===== config.mk =====
export PLATFORM = sky130hd
export DESIGN_NAME = bus_arbiter
export DESIGN_NICKNAME = d
export VERILOG_FILES = /design/src/rtl/bus_arbiter.sv
export SDC_FILE = /design/constraint.sdc
export NUM_CORES = 1
export LEC_CHECK = 0
export CAP_MARGIN = 0
export CORE_MARGIN = 5
export CORE_UTILIZATION = 40
export CTS_BUF_LIST = sky130_fd_sc_hd__clkbuf_8
export CTS_CLUSTER_DIAMETER = 40
export DETAILED_ROUTE_END_ITERATION = 12
export GPL_TIMING_DRIVEN = 0
export PLACE_DENSITY = 0.78
export SYNTH_ARGS = -nofsm -noshare
export SYNTH_HDL_FRONTEND = slang
export SYNTH_SLANG_ARGS = --single-unit

===== constraint.sdc =====
create_clock -name clk_i -period 3 [get_ports clk_i]
set_input_delay 0.6 -clock clk_i [delete_from_list [all_inputs] [get_ports clk_i]]
set_output_delay 0.6 -clock clk_i [all_outputs]
set_load 0.005 [all_outputs]

===== src/rtl/bus_arbiter.sv =====
// Two-master round-robin arbiter for the single SoC bus master port.
// One outstanding transfer at a time; a watchdog turns a silent slave into an error response.
module bus_arbiter #(
  parameter int          TIMEOUT_CYCLES = 256,
  parameter logic [31:0] ERR_DATA       = 32'hDEADBEEF
) (
  input  logic        clk_i,
  input  logic        n_rst_i,

  input  logic        m0_req_i,
  input  logic [3:0]  m0_sel_i,
  input  logic [31:0] m0_addr_i,
  input  logic        m0_we_i,
  input  logic [31:0] m0_data_i,
  output logic        m0_rvalid_o,
  output logic [31:0] m0_data_o,
  output logic        m0_err_o,

  input  logic        m1_req_i,
  input  logic [3:0]  m1_sel_i,
  input  logic [31:0] m1_addr_i,
  input  logic        m1_we_i,
  input  logic [31:0] m1_data_i,
  output logic        m1_rvalid_o,
  output logic [31:0] m1_data_o,
  output logic        m1_err_o,

  output logic        s_req_o,
  output logic [3:0]  s_sel_o,
  output logic [31:0] s_addr_o,
  output logic        s_we_o,
  output logic [31:0] s_data_o,
  input  logic        s_rvalid_i,
  input  logic [31:0] s_data_i,

  output logic        grant_o
);

  localparam int                CNT_W    = $clog2(TIMEOUT_CYCLES);
  localparam logic [CNT_W-1:0] CNT_LAST = CNT_W'(TIMEOUT_CYCLES - 1);

  typedef enum logic [1:0] {
    IDLE = 2'd0,
    BUSY = 2'd1,
    RESP = 2'd2
  } state_t;

  state_t           state;
  logic             rr_ptr;
  logic [CNT_W-1:0] cnt;
  logic             winner;
  logic             finish;
  logic [31:0]      resp_data;

  // A lone requester always wins; a tie goes to the master rr_ptr points at.
  assign winner    = (m0_req_i && m1_req_i) ? rr_ptr : m1_req_i;
  assign finish    = s_rvalid_i || (cnt == CNT_LAST);
  assign resp_data = s_rvalid_i ? s_data_i : ERR_DATA;
  assign s_req_o   = (state == BUSY);

  always_ff @(posedge clk_i or negedge n_rst_i) begin
    if (!n_rst_i) begin
      state       <= IDLE;
      rr_ptr      <= 1'b0;
      cnt         <= '0;
      grant_o     <= 1'b0;
      s_sel_o     <= '0;
      s_addr_o    <= '0;
      s_we_o      <= 1'b0;
      s_data_o    <= '0;
      m0_rvalid_o <= 1'b0;
      m0_err_o    <= 1'b0;
      m0_data_o   <= '0;
      m1_rvalid_o <= 1'b0;
      m1_err_o    <= 1'b0;
      m1_data_o   <= '0;
    end else begin
      // NOTE: non-blocking assignments throughout, so these defaults are simply
      // overridden by the later assignment in the RESP-entry branch below.
      m0_rvalid_o <= 1'b0;
      m0_err_o    <= 1'b0;
      m1_rvalid_o <= 1'b0;
      m1_err_o    <= 1'b0;

      unique case (state)
        IDLE: begin
          if (m0_req_i || m1_req_i) begin
            s_sel_o  <= winner ? m1_sel_i  : m0_sel_i;
            s_addr_o <= winner ? m1_addr_i : m0_addr_i;
            s_we_o   <= winner ? m1_we_i   : m0_we_i;
            s_data_o <= winner ? m1_data_i : m0_data_i;
            grant_o  <= winner;
            rr_ptr   <= ~winner;
            cnt      <= '0;
            state    <= BUSY;
          end
        end

        BUSY: begin
          cnt <= cnt + 1'b1;
          // Slave response wins over the watchdog when both land on the same cycle.
          if (finish) begin
            state <= RESP;
            if (grant_o) begin
              m1_rvalid_o <= 1'b1;
              m1_data_o   <= resp_data;
              m1_err_o    <= !s_rvalid_i;
            end else begin
              m0_rvalid_o <= 1'b1;
              m0_data_o   <= resp_data;
              m0_err_o    <= !s_rvalid_i;
            end
          end
        end

        RESP: state <= IDLE;

        default: state <= IDLE;
      endcase
    end
  end

endmodule


; ---- Word level (Yosys, flattened, before mapping)
; Cells that the tools add are included.
[totals]
word_cells = 55
latchBits = 0
reg_bits = 149
out_inout_bits = 139
in_bits = 175
ramBits = 0
n_memories = 0
rom_bits = 0
[classes]
mux = 23
n_shift = 0
reduce_logical = 11
n_mul = 0
eq_ne = 4
bitwise_logic = 2
n_lt_le_gt_ge = 0
add_sub_neg = 1
n_div = 0
[op_table]
columns = cell, count
row1 = $mux W32, 3
row2 = $pmux W8 S2, 1
row3 = $mux W1, 14
row4 = $add A8 B1 Y8 const B, 1
row5 = $eq A8 B8 Y1 const B, 1
row6 = $mux W8, 1
row7 = $reduce_and A2 Y1, 3
row8 = $reduce_and A3 Y1, 2
row9 = $mux W2, 2
row10 = $mux W4, 1
row11 = $pmux W2 S2, 1
row12 = $eq A2 B1 Y1 const B, 1
row13 = $logic_not A2 Y1, 1
row14 = $logic_or A1 B1 Y1, 2
row15 = $ne A2 B1 Y1 const B, 1
row16 = $ne A2 B2 Y1 const B, 1
row17 = $not A1 Y1, 2
row18 = $reduce_bool A2 Y1, 1
row19 = $logic_and A1 B1 Y1, 1
row20 = $logic_not A1 Y1, 1

; ---- Longest topological paths before layout
; Gate-level depths: netlist (run 1).
[depth]
depth_word = 4
ltp_mapped = 6
ltp_nobuf = 4

; ---- Worst setup path after synthesis (run 1)
; Ideal clock, no wire load.
[synth_timing]
kind = in2reg
startpoint = in s_rvalid_i
endpoint = reg m0_data_o[10]
path_slack_ns = 1.387
setup_time_ns = 0.078
path_buffers = 3
required_time_ns = 2.922
arrival_ns = 1.535
stages = 6
path_cell_list = clkbuf_1 nand4bb_1 clkbuf_1 clkbuf_1 o22ai_1 a21oi_1
[synth_via]
elab_chain_cells = 2
elab_cells_between_ends = 3
classes_between = mux: 1 / reduce/logical: 2
[synth_lines]
columns = element, line
row1 = "start, declared", 33  ; input logic s_rvalid_i,
row2 = $logic_or A1 B1 Y1, 57  ; assign finish = s_rvalid_i || (cnt == CNT_LAST);
row3 = $reduce_and A3 Y1 (no source line), n/a
row4 = "end signal, assigned", 110  ; m0_data_o <= resp_data;
row5 = "end, declared", 16  ; output logic [31:0] m0_data_o,
; Several ways; a longest one is shown, not always the timed one.
; A chain may end at the register's enable or synchronous reset.

; ---- Worst setup path after layout (run 1)
[layout_timing]
startpoint = reg state[1]
endpoint = out s_req_o
[layout_via]
elab_chain_cells = 1
[layout_lines]
columns = element, line
row1 = "start, declared", 48  ; state_t state;
row2 = "start signal, assigned", 63  ; state <= IDLE;
row3 = "start signal, assigned", 95  ; state <= BUSY;
row4 = "start signal, assigned", 103  ; state <= RESP;
row5 = $eq A2 B1 Y1, 59  ; assign s_req_o = (state == BUSY);
row6 = "end, declared", 28  ; output logic s_req_o,
; Every way passes these cells.

==> reports/results.ini, run 1 <==
[synth]
yosysTopAreaCell = dfrtp_1
synth-seq-cells = 149
synthFlopType = dfrtp_1
synth_edf_count = 0
synth_xor_area_frac = 0.00130
synth_nets = 785
synth-simple-area-share = 0.0824
synth_cells = 609
ys_seq_area_frac = 0.555
postSynthAreaPerCell_sq_um = 11.0
yosysTopAreaCellShare = 0.555
synth_compound_area_frac = 0.308
yosysWarnings = 0
yosysUniqueCellTypes = 46
synth-adder-area-share = 0.00186
synth_top_family_by_area = compound AO/OA/AOI/OAI gates
synth_area_sq_um = 6710
synth-async-reset-ratio = 1.00
synth_mux_area_frac = 0.00298
synth_area_leaders = dfrtp_1, a221o_1, a21boi_0

[placement]
globalplace.congestion = 0.808
placed_cell_area_sq_um = 10100
dp_hpwl_um = 18100
dp_cells = 1142
io_buffers = 312

[global_routing]
grt_pass1_wl_um = 36600
grt_overflow = 0
grt_start_max_net_pins = 76
antenna_found_initial = 1
grtUsageTotal = 0.235
grt_pass1_vias = 6640

[sta]
skew_ns = 0.0140
timing.fmax_mhz = 367
worst-slew-pin-transition_ns = 0.716
final_hold_viol_count = 0
period_share = 0.908
fin_crit_ns = 2.72
tns_ns = 0
setup_viol = 0
slew_viol_final = 0
slew_headroom = 0.523
rsz0062_at_grt = no

[critical_path]
required_ns = 2.40
arrival_ns = 2.12
cp-start-kind = register
crit_type = register to primary output
path_max_fanout = 10
end_kind = primary output
reg2reg_setup_slack_ns = 1.10

[detailed_routing]
routed_wirelength_um = 23500
num_vias = 6406
drt.antenna.violating_nets = 0
drt-pass1-iter-count = 4
wl_per_cell_um = 20.0
drc = 0
drtIter0Drc = 408
viasPerCell = 5.46

[clocking]
clk_pin_slew_worst_paths_ns = 0.08
cts.sinks = 149
cts_buffer_depth = 2
cts_root_buf = clkbuf_8
hold_buffers = 0
cts_resized = 0
cts_tree = built
worstSkewPairLatency_ns = 0.45
post_cts_buffers = 0
cts_buffers = 17
h-tree-depth = 4

[final_layout]
area_growth_pct = 57.3
design_area_sq_um = 10600
final_cells = 1173
nets = 1117
fill_cells = 1301
final_common_cell = clkdlybuf4s50_1
most-common-layout-cells = clkdlybuf4s50_1, dfrtp_1, a21boi_0, a221o_1, nor2_1
drive_gt1_frac = 0.0735
diodes = 0

[run_status]
status = finished, final reports clean

[pwr]
power.total_uw = 9990
peakVddDrop_v = 0.000418
powerDensity_nw_per_um2 = 946
p_leak_uw = 0.00435

[worst_hold_path]
hold_path_class = input pin to asynchronous set/reset pin

[floorplan]
die_area_sq_um = 19500
core_area_sq_um = 16500
die_y_um = 140
initial_utilization = 0.406
ios = 314
fp.dieW_um = 140
placementRows = 47

[flow_run]
cap_violations = 0

==> synthesized netlist by cell type, types with 5 or more instances <==
| library cell | count |
|---|---|
| buf_6 | 5 |
| a221o_1 | 69 |
| a22oi_1 | 16 |
| dfrtp_1 | 149 |
| nor2_1 | 53 |
| o22ai_1 | 49 |
| a21boi_0 | 69 |
| clkbuf_1 | 31 |
| nand2_1 | 8 |
| buf_2 | 25 |
| a21oi_1 | 50 |
| o21ai_0 | 21 |
| nand2b_1 | 18 |
==> power by group <==
part / leakage, uW / switching [uW] / internal [uW] / total (uW)
registers: 0.00186 / 595 / 2900 / 3500
logic: 0.00228 / 2000 / 2840 / 4840
clock network: 0.000222 / 751 / 900 / 1650
total: 0.00435 / 3350 / 6640 / 9990
==> per-layer routing <==
metal | track usage | part of all wire
met3 | 0.0631 | 0.084
met2 | 0.403 | 0.50
met1 | 0.284 | 0.39
met4 | 0.0923 | 0.033
met5 | 0 | 0.00055
==> cell families (layout without fill, tap and decap cells) <==
group | count (synthesis) | count (layout)
multiplexers | 2 | 2
flip-flops | 149 | 149
XOR/XNOR | 1 | 1
AO/OA/AOI/OAI | 284 | 284
AND/OR/NAND/NOR | 106 | 106
buffers and inverters | 66 | 410
adder cells (fa/ha/maj) | 1 | 1
==> state kept, by name, summed over array words and instances (netlist names), 2 cells and up <==
register and cells:
m0_data_o 32, m1_data_o 32, s_addr_o 32, s_data_o 32, cnt 8, s_sel_o 4, state 2
==> layout make-up <==
class / count / area [sq um] / area share
Buffer: 63 / 313 / 0.0296
Clock buffer: 21 / 289 / 0.0274
Clock inverter: 10 / 131 / 0.0124
Inverter: 3 / 11.3 / 0.00107
Multi-Input combinational cell: 394 / 2660 / 0.252
Sequential cell: 149 / 3730 / 0.353
Tap cell: 220 / 275 / 0.0261
Timing Repair Buffer: 313 / 3150 / 0.298
==> stage by stage <==
stage | setup WS, ns | hold slack, ns | util
global placement | -4.73 | 0.482 | 0.612
detailed placement | 0.524 | 0.511 | 0.614
floorplan | 1.39 | 0.304 | -
global route | 0.120 | 0.217 | 0.639
finish | 0.277 | 0.180 | 0.639
CTS | 0.234 | 0.180 | 0.639
==> final timing paths <==
| path | from | endpoint | depth (start not counted) |
|---|---|---|---|
| setup / recovery | state[1] | s_req_o | 5 |
| hold / removal | n_rst_i | m0_data_o[13] | 1 |
| setup reg to reg | cnt[0] | m1_data_o[4] | 5 |
| hold reg to reg | cnt[7] | cnt[7] | 1 |
| max in group asynchronous | n_rst_i | s_sel_o[3] | 2 |
| min in group clk_i | cnt[7] | cnt[7] | 1 |
==> critical path, stage by stage, from the launching register on <==
cell and delay, ns:
dfrtp_1 0.41, buf_2 0.19, nand2b_1 0.16, buf_2 0.18
inv_1 0.19, clkdlybuf4s50_1 0.56
(Power assumes the default switching activity.)
==> inputs of run 2 (changes only) <==
CAP_MARGIN = 15   (was 0)
==> run 2 against run 1 <==
Compared with the run above:
- wire length rose by 0.49%
- clock-buffer cell count fell by 3
- flip-flop and latch count did not move
- maximum frequency rose by 0.47%
==> reports/results.ini, run 2 (same netlist as run 1, synthesis figures left out) <==
[clocking]
cts.sinks = 149
cts_buffer_depth = 2
clk_pin_slew_worst_paths_ns = 0.08
hold_buffers = 0
worstSkewPairLatency_ns = 0.45
cts_root_buf = clkbuf_8
cts_resized = 0
cts_tree = built
h-tree-depth = 4
post_cts_buffers = 0
cts_buffers = 17

[floorplan]
die_y_um = 140
fp.dieW_um = 140
ios = 314
die_area_sq_um = 19500
placementRows = 47
core_area_sq_um = 16500
initial_utilization = 0.406

[final_layout]
fill_cells = 1326
diodes = 0
regArea_sq_um = 3730
design_area_sq_um = 10600
drive_gt1_frac = 0.0725
final_util = 0.639
final_common_cell = clkdlybuf4s50_1
area_growth_pct = 57.2
nets = 1117
most-common-layout-cells = clkdlybuf4s50_1, dfrtp_1, a21boi_0, a221o_1, nor2_1
multi_input_area_sq_um = 2660

[global_routing]
gr-max-usage-layer = met2
grt_pass1_vias = 6637
antenna_found_initial = 0
grt_util_met3 = 0.0638
grtUsageTotal = 0.239
grt_overflow = 0
grt_pass1_wl_um = 37000
grt_start_max_net_pins = 76
grt_use_met2 = 0.407
met1_usage = 0.289

[pwr]
switching_power_uw = 3340
p_leak_uw = 0.00435
peakVddDrop_v = 0.000375
comb_power_share = 0.486
power.share.clock = 0.164
p_int_uw = 6650
swShare = 0.334
seqPwrFrac = 0.350
powerDensity_nw_per_um2 = 947

[sta]
final_hold_viol_count = 0
worst-slew-pin-transition_ns = 0.723
period_share = 0.903
skew_ns = 0.0150
rsz0062_at_grt = no
timing.fmax_mhz = 369
setup_viol = 0
holdWs_ns = 0.173
fin_crit_ns = 2.71
slew_viol_final = 0
slew_headroom = 0.518
tns_ns = 0

[placement]
io_buffers = 312
globalplace.congestion = 0.808
placed_cell_area_sq_um = 10100
dp_hpwl_um = 18100

[critical_path]
r2r-start = cnt[0]
cp-start-kind = register
required_ns = 2.40
crit_type = register to primary output
worst-path-buf-inv = 4
slowest_delay_ns = 0.55
crit_cells = 5
crit_top_cell = buf_2
r2r_cells = 5
reg2reg_setup_slack_ns = 1.10
r2r_end = m1_data_o[4]
crit_family = buffers and inverters
end_kind = primary output
crit_chain = buf_2, nand2b_1, buf_2, inv_1, clkdlybuf4s50_1
arrival_ns = 2.11
path_max_fanout = 10
cp_slowest_cell = clkdlybuf4s50_1

[detailed_routing]
num_vias = 6425
routed_wirelength_um = 23600
viasPerCell = 5.48
drt.antenna.violating_nets = 0
drt-pass1-iter-count = 5
drtIter0Drc = 367
wl_per_cell_um = 20.1
drc = 0

[worst_hold_path]
hold_path_class = input pin to asynchronous set/reset pin

[run_status]
status = finished, final reports clean

[flow_run]
cap_violations = 0

[run 2: per-layer routing]
metal / part of all wire / vias to the layer above
met5: 0 / -
met4: 0.032 / 0
met3: 0.084 / 40
met2: 0.50 / 310
met1: 0.38 / 3084
li1: - / 2991
[run 2: worst max-delay path by stage]
| stage | slack, ns | from | endpoint |
|---|---|---|---|
| finish | 0.29 | state[1] | s_req_o |
| CTS | 0.24 | state[1] | s_req_o |
| global route | 0.12 | state[1] | s_req_o |
| floorplan | 1.39 | s_rvalid_i | m0_data_o[10] |
| global placement | -4.73 | n_rst_i | s_addr_o[15] |
| detailed placement | 0.50 | m0_req_i | s_addr_o[19] |
[run 2: power groups by stage]
stage,registers (uW),logic (uW),clock network (uW)
4_1_cts,3490,4890,1670
3_5_place_dp,3520,4880,0
2_1_floorplan,3520,2100,0
6_report,3500,4850,1640
5_1_grt,3610,5250,1770
3_3_place_gp,3480,4780,0
[run 2: through the flow]
| step | worst slack, ns | total power, uW | cells |
|---|---|---|---|
| floorplan | 1.39 | 5620 | 609 |
| global placement | -4.73 | 8260 | 1141 |
| detailed placement | 0.497 | 8400 | 1142 |
| CTS | 0.244 | 10100 | 1172 |
| global route | 0.121 | 10600 | 1172 |
| finish | 0.290 | 9990 | 1172 |
[run 2: final cells by class]
class	instances	share of cell area
sequential	149	0.353
tap	220	0.0261
clock buffer	18	0.0235
timing repair buffer	313	0.299
buffer	63	0.0296
multi-input combinational	394	0.252
clock inverter	12	0.0156
inverter	3	0.00107
[run 2: worst register-to-register path, cell delays in order, from the launching register on]
cell     delay [ns]
dfrtp_1        0.39
ha_1           0.24
nand2_1        0.11
nor3_1         0.58
buf_2          0.32
o21ai_0        0.13
